File: src/rtl/multicycle_ctrl.sv
// ---------------------------------------------------------------------------
// multicycle_ctrl
//
// Control FSM for a multi-cycle MIPS datapath that shares one memory for
// instructions and data and holds intermediate values in IR, ALUOut and MDR.
// Supported instructions: add, sub, slt, jr, j, bne, lw, sw, xori.
// Every instruction starts in FETCH. Control strobes come from the current
// state, qualified where noted by mem_rdy (memory handshake) or zero (ALU flag).
//
// Parameters
//   USE_MEM_RDY  1: FETCH/MEMRD/MEMWR wait for mem_rdy
//                0: memory is single-cycle and mem_rdy is treated as 1
//
// Ports
//   clk        in   1  rising-edge clock
//   reset      in   1  asynchronous, active-high; forces every output to 0
//   op         in   6  IR[31:26], valid from DECODE onward
//   funct      in   6  IR[5:0], valid from DECODE onward
//   zero       in   1  ALU zero flag (same cycle)
//   mem_rdy    in   1  memory access completes this cycle
//   PCWr       out  1  load PC
//   IRWr       out  1  load IR from memory read data
//   IorD       out  1  memory address select: 0=PC, 1=ALUOut
//   MemRd      out  1  memory read strobe
//   MemWr      out  1  memory write strobe
//   RegWr      out  1  register file write enable
//   RegDst     out  1  destination register: 0=rt, 1=rd
//   MemToReg   out  1  write-back data: 0=ALUOut, 1=MDR
//   ALUSrcA    out  1  ALU A operand: 0=PC, 1=rs
//   ALUSrcB    out  2  ALU B operand: 00=rt, 01=4, 10=ext imm, 11=sext imm<<2
//   ZeroExt    out  1  immediate extension: 1=zero, 0=sign
//   ALUcntrl   out  2  00 add, 10 sub, 01 xor, 11 slt
//   PCSrc      out  2  00=ALU, 01=ALUOut, 10=jump target, 11=rs
//   instr_done out  1  pulse in the last cycle of each instruction
//   err        out  1  sticky flag: unsupported op/funct decoded
//   state      out  4  current FSM state (debug)
// ---------------------------------------------------------------------------
module multicycle_ctrl #(
    parameter bit USE_MEM_RDY = 1'b1
) (
    input  logic       clk,
    input  logic       reset,
    input  logic [5:0] op,
    input  logic [5:0] funct,
    input  logic       zero,
    input  logic       mem_rdy,
    output logic       PCWr,
    output logic       IRWr,
    output logic       IorD,
    output logic       MemRd,
    output logic       MemWr,
    output logic       RegWr,
    output logic       RegDst,
    output logic       MemToReg,
    output logic       ALUSrcA,
    output logic [1:0] ALUSrcB,
    output logic       ZeroExt,
    output logic [1:0] ALUcntrl,
    output logic [1:0] PCSrc,
    output logic       instr_done,
    output logic       err,
    output logic [3:0] state
);

    typedef enum logic [3:0] {
        S_FETCH  = 4'd0,
        S_DECODE = 4'd1,
        S_EXEC_R = 4'd2,
        S_WB_R   = 4'd3,
        S_EXEC_I = 4'd4,
        S_WB_I   = 4'd5,
        S_BRANCH = 4'd6,
        S_MEMADR = 4'd7,
        S_MEMRD  = 4'd8,
        S_WB_MEM = 4'd9,
        S_MEMWR  = 4'd10,
        S_ERROR  = 4'd11
    } state_t;

    // Opcodes and R-type function codes
    localparam logic [5:0] OP_RTYPE = 6'b000000;
    localparam logic [5:0] OP_J     = 6'b000010;
    localparam logic [5:0] OP_BNE   = 6'b000101;
    localparam logic [5:0] OP_XORI  = 6'b001110;
    localparam logic [5:0] OP_LW    = 6'b100011;
    localparam logic [5:0] OP_SW    = 6'b101011;
    localparam logic [5:0] FN_JR    = 6'b001000;
    localparam logic [5:0] FN_ADD   = 6'b100000;
    localparam logic [5:0] FN_SUB   = 6'b100010;
    localparam logic [5:0] FN_SLT   = 6'b101010;

    // ALU operations
    localparam logic [1:0] ALU_ADD = 2'b00;
    localparam logic [1:0] ALU_XOR = 2'b01;
    localparam logic [1:0] ALU_SUB = 2'b10;
    localparam logic [1:0] ALU_SLT = 2'b11;

    // ALU operand B selections
    localparam logic [1:0] SRCB_RT    = 2'b00;
    localparam logic [1:0] SRCB_FOUR  = 2'b01;
    localparam logic [1:0] SRCB_IMM   = 2'b10;
    localparam logic [1:0] SRCB_BRIMM = 2'b11;

    // PC source selections
    localparam logic [1:0] PC_ALU    = 2'b00;
    localparam logic [1:0] PC_ALUOUT = 2'b01;
    localparam logic [1:0] PC_JUMP   = 2'b10;
    localparam logic [1:0] PC_RS     = 2'b11;

    // R-type arithmetic functions that go through EXEC_R/WB_R
    function automatic logic is_r_alu(input logic [5:0] fn);
        logic hit;
        case (fn)
            FN_ADD, FN_SUB, FN_SLT: hit = 1'b1;
            default:                hit = 1'b0;
        endcase
        return hit;
    endfunction

    // ALU operation for an R-type arithmetic function
    function automatic logic [1:0] r_alu_op(input logic [5:0] fn);
        logic [1:0] alu_op;
        case (fn)
            FN_SUB:  alu_op = ALU_SUB;
            FN_SLT:  alu_op = ALU_SLT;
            default: alu_op = ALU_ADD;
        endcase
        return alu_op;
    endfunction

    state_t     state_r;
    state_t     next_state_s;
    logic       err_r;
    logic       rdy_s;

    logic       pc_wr_s;
    logic       ir_wr_s;
    logic       i_or_d_s;
    logic       mem_rd_s;
    logic       mem_wr_s;
    logic       reg_wr_s;
    logic       reg_dst_s;
    logic       mem_to_reg_s;
    logic       alu_src_a_s;
    logic [1:0] alu_src_b_s;
    logic       zero_ext_s;
    logic [1:0] alu_cntrl_s;
    logic [1:0] pc_src_s;
    logic       instr_done_s;

    // Effective memory handshake: a single-cycle memory is always ready
    always_comb begin
        if (USE_MEM_RDY) begin
            rdy_s = mem_rdy;
        end else begin
            rdy_s = 1'b1;
        end
    end

    // State register and sticky error flag
    always_ff @(posedge clk or posedge reset) begin
        if (reset) begin
            state_r <= S_FETCH;
            err_r   <= 1'b0;
        end else begin
            state_r <= next_state_s;
            if (next_state_s == S_ERROR) begin
                err_r <= 1'b1;
            end else begin
                err_r <= err_r;
            end
        end
    end

    // Next-state logic and per-state control strobes
    always_comb begin
        next_state_s = state_r;
        pc_wr_s      = 1'b0;
        ir_wr_s      = 1'b0;
        i_or_d_s     = 1'b0;
        mem_rd_s     = 1'b0;
        mem_wr_s     = 1'b0;
        reg_wr_s     = 1'b0;
        reg_dst_s    = 1'b0;
        mem_to_reg_s = 1'b0;
        alu_src_a_s  = 1'b0;
        alu_src_b_s  = SRCB_RT;
        zero_ext_s   = 1'b0;
        alu_cntrl_s  = ALU_ADD;
        pc_src_s     = PC_ALU;
        instr_done_s = 1'b0;

        case (state_r)
            S_FETCH: begin
                // PC+4 is computed every cycle, but PC and IR only load
                // on the cycle the read completes.
                mem_rd_s    = 1'b1;
                alu_src_b_s = SRCB_FOUR;
                ir_wr_s     = rdy_s;
                pc_wr_s     = rdy_s;
                if (rdy_s) begin
                    next_state_s = S_DECODE;
                end else begin
                    next_state_s = S_FETCH;
                end
            end

            S_DECODE: begin
                // Branch target goes to ALUOut speculatively.
                alu_src_b_s = SRCB_BRIMM;
                case (op)
                    OP_J: begin
                        pc_wr_s      = 1'b1;
                        pc_src_s     = PC_JUMP;
                        instr_done_s = 1'b1;
                        next_state_s = S_FETCH;
                    end
                    OP_RTYPE: begin
                        if (funct == FN_JR) begin
                            pc_wr_s      = 1'b1;
                            pc_src_s     = PC_RS;
                            instr_done_s = 1'b1;
                            next_state_s = S_FETCH;
                        end else if (is_r_alu(funct)) begin
                            next_state_s = S_EXEC_R;
                        end else begin
                            next_state_s = S_ERROR;
                        end
                    end
                    OP_XORI:      next_state_s = S_EXEC_I;
                    OP_BNE:       next_state_s = S_BRANCH;
                    OP_LW, OP_SW: next_state_s = S_MEMADR;
                    default:      next_state_s = S_ERROR;
                endcase
            end

            S_EXEC_R: begin
                alu_src_a_s  = 1'b1;
                alu_src_b_s  = SRCB_RT;
                alu_cntrl_s  = r_alu_op(funct);
                next_state_s = S_WB_R;
            end

            S_WB_R: begin
                reg_wr_s     = 1'b1;
                reg_dst_s    = 1'b1;
                instr_done_s = 1'b1;
                next_state_s = S_FETCH;
            end

            S_EXEC_I: begin
                alu_src_a_s  = 1'b1;
                alu_src_b_s  = SRCB_IMM;
                zero_ext_s   = 1'b1;
                alu_cntrl_s  = ALU_XOR;
                next_state_s = S_WB_I;
            end

            S_WB_I: begin
                reg_wr_s     = 1'b1;
                instr_done_s = 1'b1;
                next_state_s = S_FETCH;
            end

            S_BRANCH: begin
                // Compare rs-rt; take the ALUOut target when not equal.
                alu_src_a_s  = 1'b1;
                alu_src_b_s  = SRCB_RT;
                alu_cntrl_s  = ALU_SUB;
                pc_src_s     = PC_ALUOUT;
                pc_wr_s      = ~zero;
                instr_done_s = 1'b1;
                next_state_s = S_FETCH;
            end

            S_MEMADR: begin
                alu_src_a_s = 1'b1;
                alu_src_b_s = SRCB_IMM;
                alu_cntrl_s = ALU_ADD;
                case (op)
                    OP_LW:   next_state_s = S_MEMRD;
                    OP_SW:   next_state_s = S_MEMWR;
                    default: next_state_s = S_ERROR;
                endcase
            end

            S_MEMRD: begin
                mem_rd_s = 1'b1;
                i_or_d_s = 1'b1;
                if (rdy_s) begin
                    next_state_s = S_WB_MEM;
                end else begin
                    next_state_s = S_MEMRD;
                end
            end

            S_WB_MEM: begin
                reg_wr_s     = 1'b1;
                mem_to_reg_s = 1'b1;
                instr_done_s = 1'b1;
                next_state_s = S_FETCH;
            end

            S_MEMWR: begin
                // Write strobe held until the memory accepts it.
                mem_wr_s     = 1'b1;
                i_or_d_s     = 1'b1;
                instr_done_s = rdy_s;
                if (rdy_s) begin
                    next_state_s = S_FETCH;
                end else begin
                    next_state_s = S_MEMWR;
                end
            end

            S_ERROR: begin
                next_state_s = S_ERROR;
            end

            default: begin
                // Unused encodings are treated as a fault.
                next_state_s = S_ERROR;
            end
        endcase
    end

    // Output stage: reset forces every output low immediately
    always_comb begin
        if (reset) begin
            PCWr       = 1'b0;
            IRWr       = 1'b0;
            IorD       = 1'b0;
            MemRd      = 1'b0;
            MemWr      = 1'b0;
            RegWr      = 1'b0;
            RegDst     = 1'b0;
            MemToReg   = 1'b0;
            ALUSrcA    = 1'b0;
            ALUSrcB    = 2'b00;
            ZeroExt    = 1'b0;
            ALUcntrl   = 2'b00;
            PCSrc      = 2'b00;
            instr_done = 1'b0;
            err        = 1'b0;
            state      = 4'd0;
        end else begin
            PCWr       = pc_wr_s;
            IRWr       = ir_wr_s;
            IorD       = i_or_d_s;
            MemRd      = mem_rd_s;
            MemWr      = mem_wr_s;
            RegWr      = reg_wr_s;
            RegDst     = reg_dst_s;
            MemToReg   = mem_to_reg_s;
            ALUSrcA    = alu_src_a_s;
            ALUSrcB    = alu_src_b_s;
            ZeroExt    = zero_ext_s;
            ALUcntrl   = alu_cntrl_s;
            PCSrc      = pc_src_s;
            instr_done = instr_done_s;
            err        = err_r;
            state      = state_r;
        end
    end

endmodule

File: config.mk
export PLATFORM = sky130hd
export DESIGN_NAME = multicycle_ctrl
export DESIGN_NICKNAME = d
export VERILOG_FILES = /design/src/rtl/multicycle_ctrl.sv
export SDC_FILE = /design/constraint.sdc
export NUM_CORES = 1
export LEC_CHECK = 0
export ABC_AREA = 1
export CORE_MARGIN = 3
export CORE_UTILIZATION = 42
export CTS_CLUSTER_SIZE = 24
export DETAILED_ROUTE_END_ITERATION = 7
export PLACE_DENSITY = 0.81
export SYNTH_ARGS = -nofsm -noshare
export SYNTH_HDL_FRONTEND = slang
export SYNTH_SLANG_ARGS = --single-unit
File: constraint.sdc
create_clock -name clk -period 2.6 [get_ports clk]
set_clock_uncertainty 0.15 [all_clocks]
set_input_delay 0.52 -clock clk [delete_from_list [all_inputs] [get_ports clk]]
set_output_delay 0.52 -clock clk [all_outputs]
set_load 0.03 [all_outputs]
==> impl_metrics.ini <==
[outcome]
outcome = complete, no violations

[setup_path]
crit_family = buffers and inverters
worst_setup_path_end_kind = output pin
cp.buffers_inverters = 2
crit_arrival_ns = 1.85
path_max_fanout = 4
crit_required_ns = 1.93
slowest_stage = clkdlybuf4s50_1
crit_chain = clkdlybuf4s50_1 > nor2_4 > nand3_1 > nor2_2 > o21ai_4 > a31oi_1 > buf_4
crit_path_start_kind = primary input
path_class = in2out
slowest_delay_ns = 0.45

[clocking]
clkSinkCount = 5
cts_inserted_buffers = 3
holdBufCountCts = 0
clkTransAtPathRegs_ns = 0.04
cts_tree = built
cts_max_level = 1
cts_root_buffer = clkbuf_4
cts_buffer_depth = 2
insertion_delay_ns = 0.24

[floorplan]
ios = 38
initial_core_util_pct = 46.6
die_area_um2 = 2290
die_w_um = 47.8
die_y_um = 47.8
coreArea_um2 = 1580
rows = 14

[sta]
worstMarginPinSlew_ns = 0.307
fmaxAchievable_mhz = 397
finalHoldViolations = 0
fin_crit_sh_pct = 96.8
setup_violations = 0
period_minus_slack_ns = 2.52
fin_ws_ns = 0.0823
maxSlewViolCount = 0
hold_slack_ns = 0.292
slew_headroom_pct = 79.5

[global_routing]
overflow = 0
grt_pass1_vias = 851
grt_usage_pct = 20.5
grt_pass1_wl_mm = 3.40
grt_start_max_net_pins = 23
antenna_found_initial = 0

[logic_synthesis]
ys_seq_area_share_pct = 17.0
yosys_warnings = 0
ys.flop_type = dfrtp_1
syn-num-nets = 151
synthArstFlopShare_pct = 100
synth_edf_count = 0
ys_ff_latch = 5
synthCells = 135
netlist_area_um2 = 734
ys_types = 25
avgSynthCellArea_um2 = 5.44

[placed_design]
dp_slack_ns = 0.00187
dp_hpwl_mm = 1.86
placedCellCount = 190
gp_congestion = 0.901
port_buffers = 37

[detailed_routing]
ant_nets = 0
drt-initial-drc-count = 29
avgViaCountPerCell = 5.20
wl_mm = 2.25
vias = 1008
wl_per_cell_um = 11.6
drtPass1Iterations = 5
route.detailed.drc = 0

[pwr]
comb_power_share_pct = 72.0
p_sw_share_pct = 55.4
powerDensity_nw_per_um2 = 702
p_int_mw = 0.368
p_sw_mw = 0.457
power_mw = 0.826
ir_drop_v = 0.000564
p_clk_share_pct = 10.6
p_leak_nw = 0.639
p_seq_share_pct = 17.4

[final_layout]
diodes = 0
areaGrowthSynthToFinish_pct = 60.1
layout-drive-gt1-share_pct = 29.8
fin_util_pct = 74.6
nNetsFinal = 195
final-instance-count-excl-fill = 194

[run]
cap_violations = 0

[hold_path]
hp-class = reg2reg
## area by class of cell
| class | instances | area, um^2 |
|---|---|---|
| inverters | 24 | 90.1 |
| well taps | 16 | 20.0 |
| repair buffers | 41 | 367 |
| flip-flops and latches | 5 | 125 |
| clock buffers | 4 | 26.3 |
| multi-input cells | 104 | 548 |
| fillers | 135 | 400 |
## metal layers
metal  GRT usage, %  part of all wire (%)
met1           23.8                    42
met2           36.7                    50
met3           5.64                   6.4
met4           5.38                   1.0
met5              0                     0
## worst reg2reg max path, cell delays in order (launching register included)
cell and delay, ns:
dfrtp_1 0.40, inv_1 0.17, nand2_2 0.10, nor2_1 0.23
nand2_1 0.09, nand2_1 0.08, nor3_2 0.05, nand2_1 0.09
nand3_1 0.08, nand2_1 0.06
## cells in the mapped netlist, types with 2 or more instances
cell type,instances,area (um^2)
nand3b_1,2,15.0
nor2_2,2,12.5
nand4_1,4,25.0
a21oi_1,4,20.0
nand3_1,11,55.1
nor2_1,32,120
nand2_1,27,101
nand2_2,4,25.0
inv_1,20,75.1
nor2_4,2,22.5
inv_2,4,15.0
o21ai_0,4,20.0
nor3_1,2,10.0
a31oi_1,2,12.5
dfrtp_1,5,125
## power groups by stage
stage               logic, mW  clock network [mW]  registers (mW)
CTS                     0.580              0.0922           0.142
floorplan               0.400                   0           0.134
finish                  0.595              0.0875           0.144
global placement        0.569                   0           0.142
global route            0.648              0.0998           0.145
detailed placement      0.577                   0           0.143
## cells in the final DEF, fill, tap and decap left out, types with 5 or more instances in the layout
cell,n
clkdlybuf4s50_1,13
inv_2,5
nor2_1,27
dfrtp_1,5
inv_1,19
buf_4,24
nand3_1,11
nand2_2,5
nor2_2,5
nand2_1,26
## final timing paths
path                                   end  cells past startpoint        from  slack [ns]
worst max register to register       err_r                      9  state_r[3]        1.03
max in group asynchronous            err_r                      4       reset        1.49
worst min-delay path                 err_r                      2       err_r        0.29
min in group asynchronous       state_r[2]                      4       reset        0.70
worst min register to register       err_r                      2       err_r        0.29
worst max-delay path                  PCWr                      7       op[4]        0.08
## repair_timing
action / in CTS / in global routing
setup endpoints to repair: 0 / 4
resized for setup: 0 / 15
setup buffers: 0 / 0
## sequential cells by signal, summed over array words and instances, names as in the netlist
| name | count |
|---|---|
| state_r | 4 |
| err_r | 1 |
## through the flow
stage | area, um^2 | TNS (ns)
floorplan | 734 | 0
global placement | 1100 | 0
detailed placement | 1100 | 0
CTS | 1130 | 0
global route | 1180 | -0.00470
finish | 1180 | 0
## kinds of logic (layout without fill, tap and decap cells)
group	Yosys count	after routing	synth area share [%]
AO/OA/AOI/OAI	14	14	12.4
buffers and inverters	26	69	13.3
flip-flops	5	5	17.0
AND/OR/NAND/NOR	90	90	57.2
Power figures use the tool's default switching activity.
